<file path="src/rtl/spi_cmd_ctrl.sv">
// Core-clock command controller behind the SPI slave front-end: synchronises the
// slave's frame/command flags, executes register writes and serves read-back words.
module spi_cmd_ctrl #(
  parameter int          ADDR_W     = 8,
  parameter logic [31:0] CHIP_ID    = 32'h571C_0501,
  parameter int          RD_TIMEOUT = 16,
  parameter bit          AUTO_INC   = 1'b1
) (
  input  logic              clk_i,
  input  logic              rst_i,
  input  logic [35:0]       spi_rx_word_i,
  input  logic              rx_done_i,
  input  logic              crc5_chk_i,
  input  logic [3:0]        spi_cmd4b_i,
  input  logic              spi_cmd4b_en_i,
  output logic [31:0]       spi_tx_word_o,
  output logic              tx_ready_o,
  output logic [ADDR_W-1:0] reg_addr_o,
  output logic [31:0]       reg_wdata_o,
  output logic              reg_wr_o,
  output logic              reg_rd_o,
  input  logic [31:0]       reg_rdata_i,
  input  logic              reg_rvalid_i,
  input  logic [31:0]       stim_st_i,
  output logic [7:0]        crc_err_cnt_o,
  output logic              rd_err_o
);
  localparam logic [3:0] CMD_WR_ADDR = 4'b0001;
  localparam logic [3:0] CMD_WR_DATA = 4'b0010;
  localparam logic [3:0] CMD_RD_DATA = 4'b0100;
  localparam logic [3:0] CMD_CHIP_ID = 4'b0110;
  localparam logic [3:0] CMD_STIM_ST = 4'b0111;

  localparam logic [2:0] ST_IDLE    = 3'd0;
  localparam logic [2:0] ST_RD_REQ  = 3'd1;
  localparam logic [2:0] ST_RD_WAIT = 3'd2;
  localparam logic [2:0] ST_LOAD    = 3'd3;
  localparam logic [2:0] ST_HOLD    = 3'd4;

  localparam int TMR_W = $clog2(RD_TIMEOUT) + 1;

  logic [2:0]       rxd_sync;
  logic [2:0]       cen_sync;
  logic [1:0]       crc_sync;
  logic             frame_ev;
  logic             cmd_ev;
  logic             release_ev;
  logic             crc_ok;
  logic [3:0]       frame_cmd;
  logic [31:0]      frame_data;
  logic [2:0]       state;
  logic [TMR_W-1:0] timer;
  logic [31:0]      word;

  // [0],[1] are the synchroniser pair, [2] is the edge-detect history
  assign frame_ev   = rxd_sync[1] & ~rxd_sync[2];
  assign cmd_ev     = cen_sync[1] & ~cen_sync[2];
  assign release_ev = ~cen_sync[1] & cen_sync[2];
  assign crc_ok     = crc_sync[1];
  assign frame_cmd  = spi_rx_word_i[35:32];
  assign frame_data = spi_rx_word_i[31:0];

  always_ff @(posedge clk_i) begin
    if (rst_i) begin
      rxd_sync <= '0;
      cen_sync <= '0;
      crc_sync <= '0;
    end else begin
      rxd_sync <= {rxd_sync[1:0], rx_done_i};
      cen_sync <= {cen_sync[1:0], spi_cmd4b_en_i};
      crc_sync <= {crc_sync[0], crc5_chk_i};
    end
  end

  // Frame path: writes, address updates and CRC error accounting
  always_ff @(posedge clk_i) begin
    if (rst_i) begin
      reg_wr_o      <= 1'b0;
      reg_wdata_o   <= '0;
      reg_addr_o    <= '0;
      crc_err_cnt_o <= '0;
    end else begin
      reg_wr_o <= 1'b0;
      if (frame_ev && !crc_ok && crc_err_cnt_o != 8'hFF)
        crc_err_cnt_o <= crc_err_cnt_o + 8'd1;
      if (frame_ev && crc_ok && frame_cmd == CMD_WR_DATA) begin
        reg_wdata_o <= frame_data;
        reg_wr_o    <= 1'b1;
      end
      // the strobe cycle uses the current address; the increment lands right after it
      if (frame_ev && crc_ok && frame_cmd == CMD_WR_ADDR)
        reg_addr_o <= frame_data[ADDR_W-1:0];
      else if (AUTO_INC && (reg_wr_o || reg_rd_o))
        reg_addr_o <= reg_addr_o + ADDR_W'(1);
    end
  end

  // Read path: speculative service on the command nibble, before the CRC is known
  always_ff @(posedge clk_i) begin
    if (rst_i) begin
      state         <= ST_IDLE;
      timer         <= '0;
      word          <= '0;
      spi_tx_word_o <= '0;
      tx_ready_o    <= 1'b0;
      reg_rd_o      <= 1'b0;
      rd_err_o      <= 1'b0;
    end else begin
      reg_rd_o <= 1'b0;
      case (state)
        ST_IDLE: begin
          if (cmd_ev) begin
            case (spi_cmd4b_i)
              CMD_RD_DATA: begin
                state    <= ST_RD_REQ;
                reg_rd_o <= 1'b1;
              end
              CMD_CHIP_ID: begin
                word  <= CHIP_ID;
                state <= ST_LOAD;
              end
              CMD_STIM_ST: begin
                word  <= stim_st_i;
                state <= ST_LOAD;
              end
              default: state <= ST_IDLE;
            endcase
          end
        end
        ST_RD_REQ: begin
          timer <= '0;
          state <= release_ev ? ST_IDLE : ST_RD_WAIT;
        end
        ST_RD_WAIT: begin
          if (release_ev) begin
            state <= ST_IDLE;
          end else if (reg_rvalid_i) begin
            word  <= reg_rdata_i;
            state <= ST_LOAD;
          end else if (timer == TMR_W'(RD_TIMEOUT - 1)) begin
            word     <= 32'hDEAD_DEAD;
            rd_err_o <= 1'b1;
            state    <= ST_LOAD;
          end else begin
            timer <= timer + TMR_W'(1);
          end
        end
        ST_LOAD: begin
          if (release_ev) begin
            state <= ST_IDLE;
          end else begin
            spi_tx_word_o <= word;
            state         <= ST_HOLD;
          end
        end
        ST_HOLD: begin
          if (release_ev) begin
            state      <= ST_IDLE;
            tx_ready_o <= 1'b0;
          end else begin
            tx_ready_o <= 1'b1;
          end
        end
        default: state <= ST_IDLE;
      endcase
    end
  end
endmodule

</file>
<file path="config.mk">
export PLATFORM = sky130hd
export DESIGN_NAME = spi_cmd_ctrl
export DESIGN_NICKNAME = d
export VERILOG_FILES = /design/src/rtl/spi_cmd_ctrl.sv
export SDC_FILE = /design/constraint.sdc
export NUM_CORES = 1
export LEC_CHECK = 0
export ABC_AREA = 1
export BUFFER_PORTS_ARGS = -buffer_cell sky130_fd_sc_hd__buf_4
export CAP_MARGIN = 40
export CELL_PAD_IN_SITES_DETAIL_PLACEMENT = 0
export CELL_PAD_IN_SITES_GLOBAL_PLACEMENT = 1
export CORE_UTILIZATION = 37
export CTS_CLUSTER_SIZE = 25
export DETAILED_ROUTE_END_ITERATION = 6
export PLACE_DENSITY_LB_ADDON = 0.15
export SLEW_MARGIN = 20
export SYNTH_ARGS = -nofsm -noshare
export SYNTH_HDL_FRONTEND = slang
export SYNTH_SLANG_ARGS = --single-unit
</file>
<file path="constraint.sdc">
create_clock -name clk_i -period 2.9 [get_ports clk_i]
set_clock_uncertainty 0.15 [all_clocks]
set_input_delay 0.58 -clock clk_i [delete_from_list [all_inputs] [get_ports clk_i]]
set_output_delay 0.58 -clock clk_i [all_outputs]
set_load 0.05 [all_outputs]
</file>
* Word-level counts from Yosys, hierarchy flattened *
Cells that the tools add are included.
Widths: inputs -> output; s select.

cells by class
  $add $sub $neg = 3
  mux-type cells = 24
  reductions and logical operators = 18
  bitwise gates (word level) = 10
  equal/unequal tests = 19

operators with widths
  cell                 number
  $mux 32              4
  $pmux 32 s2          2
  $mux 3               6
  $add 8x1->8 const B  2
  $mux 8               2
  $mux 5               3
  $pmux 3 s5           1
  $eq 4x3->1 const B   3
  $ne 2x2->1 const B   5
  $pmux 5 s2           1
  $ne 8x8->1 const B   1
  $reduce_and 4->1     2
  $not 1->1            7
  $eq 3x2->1 const B   2
  $reduce_bool 2->1    3
  $add 5x1->5 const B  1
  $eq 5x4->1 const B   1
  $logic_and 1x1->1    5
  $reduce_and 5->1     1
  $eq 4x1->1 const B   1
  $eq 4x2->1 const B   1
  $ne 4x4->1 const B   1
  $pmux 2 s2           1
  $and 1x1->1          3
  other kinds (13)     15

word-level totals
  register bits = 132
  word-level logic and storage cells = 88
  output and inout port bits = 84
  bits of input ports = 110

* Logic depth before layout (Yosys ltp) *
Gate-level depths: netlist (run 1).

  depth after elaboration = 5
  mapped depth = 13
  depth with buffers taken out = 13

* Worst setup path before layout (run 1) *
Ideal clock, no wire load.

  kind = flip-flop to flip-flop
  from = register crc_err_cnt_o[0]
  to = register crc_err_cnt_o[0]
  arrival = 1.707 ns
  required time = 2.609 ns
  slack = 0.902 ns
  period minus slack after synthesis = 1.998 ns
  path buffers = 0
  cell stages (with the launch flop) = 9
  setup time = 0.141 ns
  cells stage by stage = dfxtp_1 > ha_1 > nand2_1 > nor2_1 > nand2_1 > nand2_1 > clkinv_1 > o21ai_0 > a21oi_1

between the ends
  cells in the longest elaborated chain, start to end = 2
  elaborated cells on any way between the ends = 3
  classes of those cells = add/sub: 1; eq/ne: 1; reduce/logical: 1

ends and longest elaborated chain
  what                                                                 RTL line  RTL
  from (decl)                                                          25        output logic [7:0] crc_err_cnt_o,
  from (signal assigned)                                               85        crc_err_cnt_o <= crc_err_cnt_o + 8'd1;
  parallel branches: the longest is 2 deep, another holds $add 8x1->8  -

Several ways; the timed one is not identified.
A chain may end at the register's enable or synchronous reset.

* Final worst setup path (run 1) *
  from = register timer[0]
  to = register word[4]

between the ends
  cells in the longest elaborated chain, start to end = 3

ends and longest elaborated chain
  what                               RTL line  RTL
  from (decl)                        52        logic [TMR_W-1:0] timer;
  from (signal assigned)             145       timer <= timer + TMR_W'(1);
  $eq 5x4->1                         140       end else if (timer == TMR_W'(RD_TIMEOUT - 1)) begin
  $ne 3x3->1 (no source line)        -
  $reduce_and 5->1 (no source line)  -
  to (signal assigned)               123       word <= stim_st_i;
  to (signal assigned)               138       word <= reg_rdata_i;
  to (decl)                          53        logic [31:0] word;

No other way between the ends.

==> impl_metrics.yaml, run 1 <==
run_status:
  status: "finished clean"
clock_network:
  clkTransAtPathRegs_ns: 0.05
  ctsResizeCount: 0
  cts-root-buf: "clkbuf_16"
  post_cts_buffers: 0
  cts_tree: "built"
  htreeDepth: 4
  ctsHoldBuffers: 0
  cts_buffers: 17
  clock-sinks: 132
  cts_buffer_depth: 2
  clk_latency_ns: 0.41
cells_and_area:
  instances_no_fill: 1270
  antenna_cells: 0
  layout-drive-gt1-share: 0.2304
  finalInstanceArea_sq_mm: 0.007998
  area_growth_syn_to_layout_pct: 36.61
  nFillCells: 1633
  final_nets: 1162
sta:
  final.period_utilization: 0.7858
  final_max_slew_viol_count: 0
  fin_hold_ws_ns: 0.2214
  final-setup-viol-count: 0
  tns_ns: 0
  rsz0062_at_grt: "false"
  period_minus_slack_ns: 2.279
  fmax_ghz: 0.4388
  hold_viol: 0
  tightest_slew_ns: 0.5347
  slew_headroom: 0.6435
critical_path:
  required_ns: 3.05
  reg2reg_to: "word[4]"
  cp.arrival_ns: 2.43
  cp-start-kind: "flop"
  cp_max_fo: 23
  timing.rr.start: "timer[0]"
  path_class: "reg2reg"
  r2r_slack_ns: 0.62
  crit_path_end_kind: "flop"
  reg2reg_depth: 11
synth:
  yosys-top-cells-area: "dfxtp_1, nand2_1, nor2_1, o21ai_0, inv_1"
  yosysSeqAreaShare: 0.4514
  synth.distinct_cells: 30
  yosysWarnings: 0
  synth_area_sq_mm: 0.005854
  yosys.area_share.simple: 0.3268
  synth_edf_count: 0
  yosysMostFrequentCell: "nand2_1"
  syn_nets: 985
  synthFlopType: "dfxtp_1"
  synthAdderAreaFrac: 0.008549
  synth_xor_area_frac: 0.002992
  ys_top_cells_by_count: "nand2_1, nor2_1, dfxtp_1"
  yosys.area.top_type: "dfxtp_1"
  ys_async_sr_fraction: 0
  synth-compound-area-share: 0.1175
  syn_inst: 871
  synth_top_family_by_area: "simple AND/OR/NAND/NOR gates"
  synth_seq_cells: 132
  netlist.area_leader.share: 0.4514
  synth_area_per_cell_sq_um: 6.721
  synthMuxAreaShare: 0
grt:
  grt_use_total: 0.1879
  grt_pass1_vias: 5155
  antenna_found_initial: 0
  grt_pass1_wl_mm: 24.52
  grt_max_degree: 59
  grt-ovfl-total: 0
power_and_ir_drop:
  vdd_ir_drop_max_mv: 0.4365
  p_per_area_mw_per_mm2: 520.0
  leakagePower_uw: 0.003847
drt:
  dr_total_vias: 5758
  antenna_left: 0
  viasPerCell: 4.534
  routed_wl_mm: 15.04
  drcViolationCount: 0
  drt_iter0_markers: 244
  drtPass1Iterations: 4
  wl_per_cell_um: 11.84
placement:
  portBuffers: 193
  dp_cells: 1240
  hpwl_mm: 10.48
  placed_area_sq_mm: 0.007428
  gp_congestion: 0.7634
hold_path:
  worstHoldStart: "crc5_chk_i"
  holdPathEnd: "crc_sync[0]"
  hold_path.class: "in2reg"
  hold_depth: 3
floorplan:
  rows: 45
  core_sq_mm: 0.01531
  die_h_um: 127.8
  start_util: 0.3823
  die_w_um: 127.8
  die-area_sq_mm: 0.01633
  num_io_pins: 194
run:
  cap_violations: 0
[sequential cells by signal, summed over array words and instances (netlist names), 5 cells and up]
| signal | flops |
|---|---|
| spi_tx_word_o | 32 |
| reg_wdata_o | 32 |
| crc_err_cnt_o | 8 |
| timer | 5 |
| reg_addr_o | 8 |
| word | 32 |
[report_power, final]
part	internal, uW	total, uW	switching [uW]
Combinational	142	273	131
Sequential	1840	1850	10.6
Clock	1290	2040	750
Total	3270	4160	892
[placed cells by master (no fill, tap or decap)]
cell	n
inv_1	81
nor2_4	1
ha_1	4
buf_4	204
and3_1	2
nor3b_1	1
nor2_2	2
o21ai_0	82
clkinv_2	1
a21oi_1	50
xor2_1	1
clkinv_1	1
clkbuf_16	17
nor2_1	188
a31oi_1	2
nor3_1	5
clkbuf_8	9
o211ai_1	1
nand2_4	2
inv_2	3
or2_2	1
clkinvlp_4	1
o31ai_1	1
nand4_1	5
nand3b_1	10
nand3_1	51
dfxtp_1	132
xnor2_1	1
nand2_2	3
nand2_1	195
clkbuf_1	2
[metrics by stage]
step / worst slack [ns] / power, uW / util
after floorplan: 0.9022 / 2018 / -
after global placement: 0.6859 / 2161 / 0.4850
after detailed placement: 0.6069 / 2162 / 0.4850
after CTS: 0.5955 / 4213 / 0.5222
after global routing: 0.3273 / 4323 / 0.5222
final: 0.6211 / 4159 / 0.5222
[per-layer routing]
layer  up-vias  global-route usage  part of all wire
li1       3095                   -                 -
met1      2497              0.2410              0.47
met2       148              0.2999              0.45
met3        18             0.05634             0.062
met4         0             0.06436             0.013
met5         -                   0                 0
[worst max-delay path, stage by stage, from the launching register on]
cell and delay [ns]:
dfxtp_1 0.36, ha_1 0.18, nand2_1 0.07, nor2_1 0.09
ha_1 0.17, inv_1 0.04, nand3_1 0.11, inv_1 0.06
nand2_2 0.34, nand2_2 0.33, nor2_1 0.19, nor2_1 0.07
[final cells by class]
type / instances / area (sq um) / share of cell area
Tap cell: 211 / 264.0 / 0.03301
Timing Repair Buffer: 204 / 1531 / 0.1915
Clock buffer: 28 / 556.8 / 0.06962
Sequential cell: 132 / 2643 / 0.3304
Clock inverter: 2 / 12.51 / 0.001564
Inverter: 85 / 319.1 / 0.03989
Multi-Input combinational cell: 608 / 2671 / 0.3340
[worst max-delay path by stage]
stage	from	slack (ns)	end	depth (start not counted)
floorplan	crc_err_cnt_o[0]	0.90	crc_err_cnt_o[0]	8
global placement	timer[0]	0.69	word[25]	12
detailed placement	timer[0]	0.61	word[6]	12
CTS	timer[0]	0.60	word[6]	12
global route	timer[0]	0.33	word[29]	12
finish	timer[0]	0.62	word[4]	11
[logic make-up (layout without fill, tap and decap cells)]
family,after synthesis,count (layout)
buffers and inverters,131,319
AO/OA/AOI/OAI,136,136
adder cells (fa/ha/maj),4,4
flip-flops,132,132
AND/OR/NAND/NOR,466,466
XOR/XNOR,2,2
No activity file was read; power rests on OpenSTA's default activity.
==> run 2, diff against run 1 <==
--- a/config.mk
+++ b/config.mk
@@ -10,7 +10,7 @@
 export CAP_MARGIN = 40
 export CELL_PAD_IN_SITES_DETAIL_PLACEMENT = 0
 export CELL_PAD_IN_SITES_GLOBAL_PLACEMENT = 1
-export CORE_UTILIZATION = 37
+export CORE_UTILIZATION = 35
 export CTS_CLUSTER_SIZE = 25
 export DETAILED_ROUTE_END_ITERATION = 6
 export PLACE_DENSITY_LB_ADDON = 0.15
==> constraint.sdc (replaced) <==
create_clock -name clk_i -period 2.3 [get_ports clk_i]
set_clock_uncertainty 0.15 [all_clocks]
set_input_delay 0.46 -clock clk_i [delete_from_list [all_inputs] [get_ports clk_i]]
set_output_delay 0.46 -clock clk_i [all_outputs]
set_load 0.05 [all_outputs]
==> impl_metrics.yaml, run 2 (synthesis results as in run 1) <==
placement:
  gp_congestion: 0.7525
  post-place-ws_ns: 0.3566
  placed_area_sq_mm: 0.007535
  portBuffers: 193
  hpwl_mm: 10.69
cells_and_area:
  layout_commonest_cell: "buf_4"
  reg.largest.list: "reg_wdata_o: 32 flops, spi_tx_word_o: 32 flops, word: 32 flops"
  layout-drive-gt1-share: 0.2347
  area_growth_syn_to_layout_pct: 38.98
  layout_common_cells: "buf_4, nand2_1, nor2_1, dfxtp_1, o21ai_0"
  finalInstanceArea_sq_mm: 0.008137
  antenna_cells: 0
  final_nets: 1167
floorplan:
  num_io_pins: 194
  core_sq_mm: 0.01612
  rows: 46
  die_h_um: 131.3
  die_w_um: 131.3
  start_util: 0.3633
  die-area_sq_mm: 0.01725
power_and_ir_drop:
  leakagePower_uw: 0.003898
  swShare: 0.2113
  clockPowerShare: 0.506
  combPwrFrac: 0.066
  internal-power_uw: 4281
  vdd_ir_drop_max_mv: 0.4757
  power.share.sequential: 0.429
  p_switching_uw: 1147
  p_per_area_mw_per_mm2: 667.1
run:
  cap_violations: 0
clock_network:
  clkTransAtPathRegs_ns: 0.06
  ctsHoldBuffers: 0
  cts_buffer_depth: 2
  cts-root-buf: "clkbuf_16"
  ctsResizeCount: 0
  cts_buffers: 17
  cts_tree: "built"
  post_cts_buffers: 0
  clk_latency_ns: 0.41
  clock-sinks: 132
  htreeDepth: 4
drt:
  drtPass1Iterations: 5
  wl_per_cell_um: 12.01
  antenna_left: 0
  drt_iter0_markers: 210
  drcViolationCount: 0
  dr_total_vias: 5748
  routed_wl_mm: 15.38
  viasPerCell: 4.487
grt:
  grt_pass1_vias: 5241
  grt_pass1_wl_mm: 25.50
  antenna_found_initial: 0
  grt-ovfl-total: 0
  grt_use_total: 0.1807
  grt_max_degree: 51
critical_path:
  cp-start-kind: "flop"
  endpoint: "word[13]"
  path_cells: "ha_1 > nand2_1 > nor2_1 > ha_1 > inv_1 > nand3_1 > inv_1 > nand2_2 > nand2_2 > nand2_1 > nand2_1 > nor2_1"
  cp.arrival_ns: 2.09
  reg2reg_depth: 12
  cp_slowest_stage_delay_ns: 0.33
  cp_max_fo: 20
  crit_path_end_kind: "flop"
  path_class: "reg2reg"
  required_ns: 2.46
  critPathMostFrequentCell: "nand2_1"
  cp-startpoint: "timer[0]"
  r2r_slack_ns: 0.37
  cp_slowest_cell: "dfxtp_1"
  reg2reg_to: "word[13]"
  timing.rr.start: "timer[0]"
sta:
  tightest_slew_ns: 0.4049
  final_max_slew_viol_count: 0
  period_minus_slack_ns: 1.932
  tns_ns: 0
  hold_viol: 0
  fmax_ghz: 0.5175
  timing.final.ws_setup_ns: 0.3676
  slew_headroom: 0.7291
  final.period_utilization: 0.8402
  rsz0062_at_grt: "false"
  final-setup-viol-count: 0
  fin_hold_ws_ns: 0.1135
hold_path:
  hold_path.class: "in2reg"
run_status:
  status: "finished clean"
## run 2: changes by cell type in the layout (fill, tap and decap cells not counted), sizes merged
cell	change
buf	+5
clkinv	+2
bufinv	+3
clkbuf	-6
clkinvlp	+2
## run 2: power by group through the flow
stage | clock (uW) | sequential (uW) | combinational (uW)
final | 2740 | 2330 | 356
after global routing | 2920 | 2330 | 401
after CTS | 2800 | 2330 | 361
after detailed placement | 0 | 2380 | 360
after global placement | 0 | 2380 | 359
after floorplan | 0 | 2390 | 159
## run 2: critical path, delay by kind of cell (launching register included)
| kind | cells | cell delay (ns) |
|---|---|---|
| flip-flops | 1 | 0.33 |
| adder cells (fa/ha/maj) | 2 | 0.40 |
| buffers and inverters | 2 | 0.15 |
| AND/OR/NAND/NOR | 8 | 0.78 |
## run 2: how the worst min path moves through the flow
stage	slack, ns	endpoint	cells after the start	from
after floorplan	0.24	cen_sync[1]	2	cen_sync[0]
after global placement	0.24	crc_sync[1]	2	crc_sync[0]
after detailed placement	0.25	cen_sync[1]	2	cen_sync[0]
after CTS	0.1	rxd_sync[0]	3	rx_done_i
after global routing	0.13	crc_sync[0]	3	crc5_chk_i
final	0.11	crc_sync[0]	3	crc5_chk_i
## run 2: layout make-up
class / count / area (sq um)
Tap cell: 216 / 270.3
Clock buffer: 22 / 474.2
Sequential cell: 132 / 2643
Multi-Input combinational cell: 608 / 2671
Clock inverter: 9 / 127.6
Timing Repair Buffer: 209 / 1632
Inverter: 85 / 319.1
Fill cell: 1729 / 7979
## run 2: metrics by stage
step / cells / utilization / power, uW
finish: 1281 / 0.5049 / 5428
global placement: 1250 / 0.4675 / 2736
global route: 1281 / 0.5049 / 5649
floorplan: 871 / - / 2544
detailed placement: 1250 / 0.4675 / 2737
CTS: 1281 / 0.5049 / 5489
## run 2: routing by layer
metal | vias to the layer above | routed length, um | track usage
met2 | 142 | 7060 | 0.2896
met3 | 6 | 826 | 0.04475
met5 | - | 0 | 0
li1 | 3092 | - | -
met1 | 2508 | 7382 | 0.2351
met4 | 0 | 114 | 0.06395
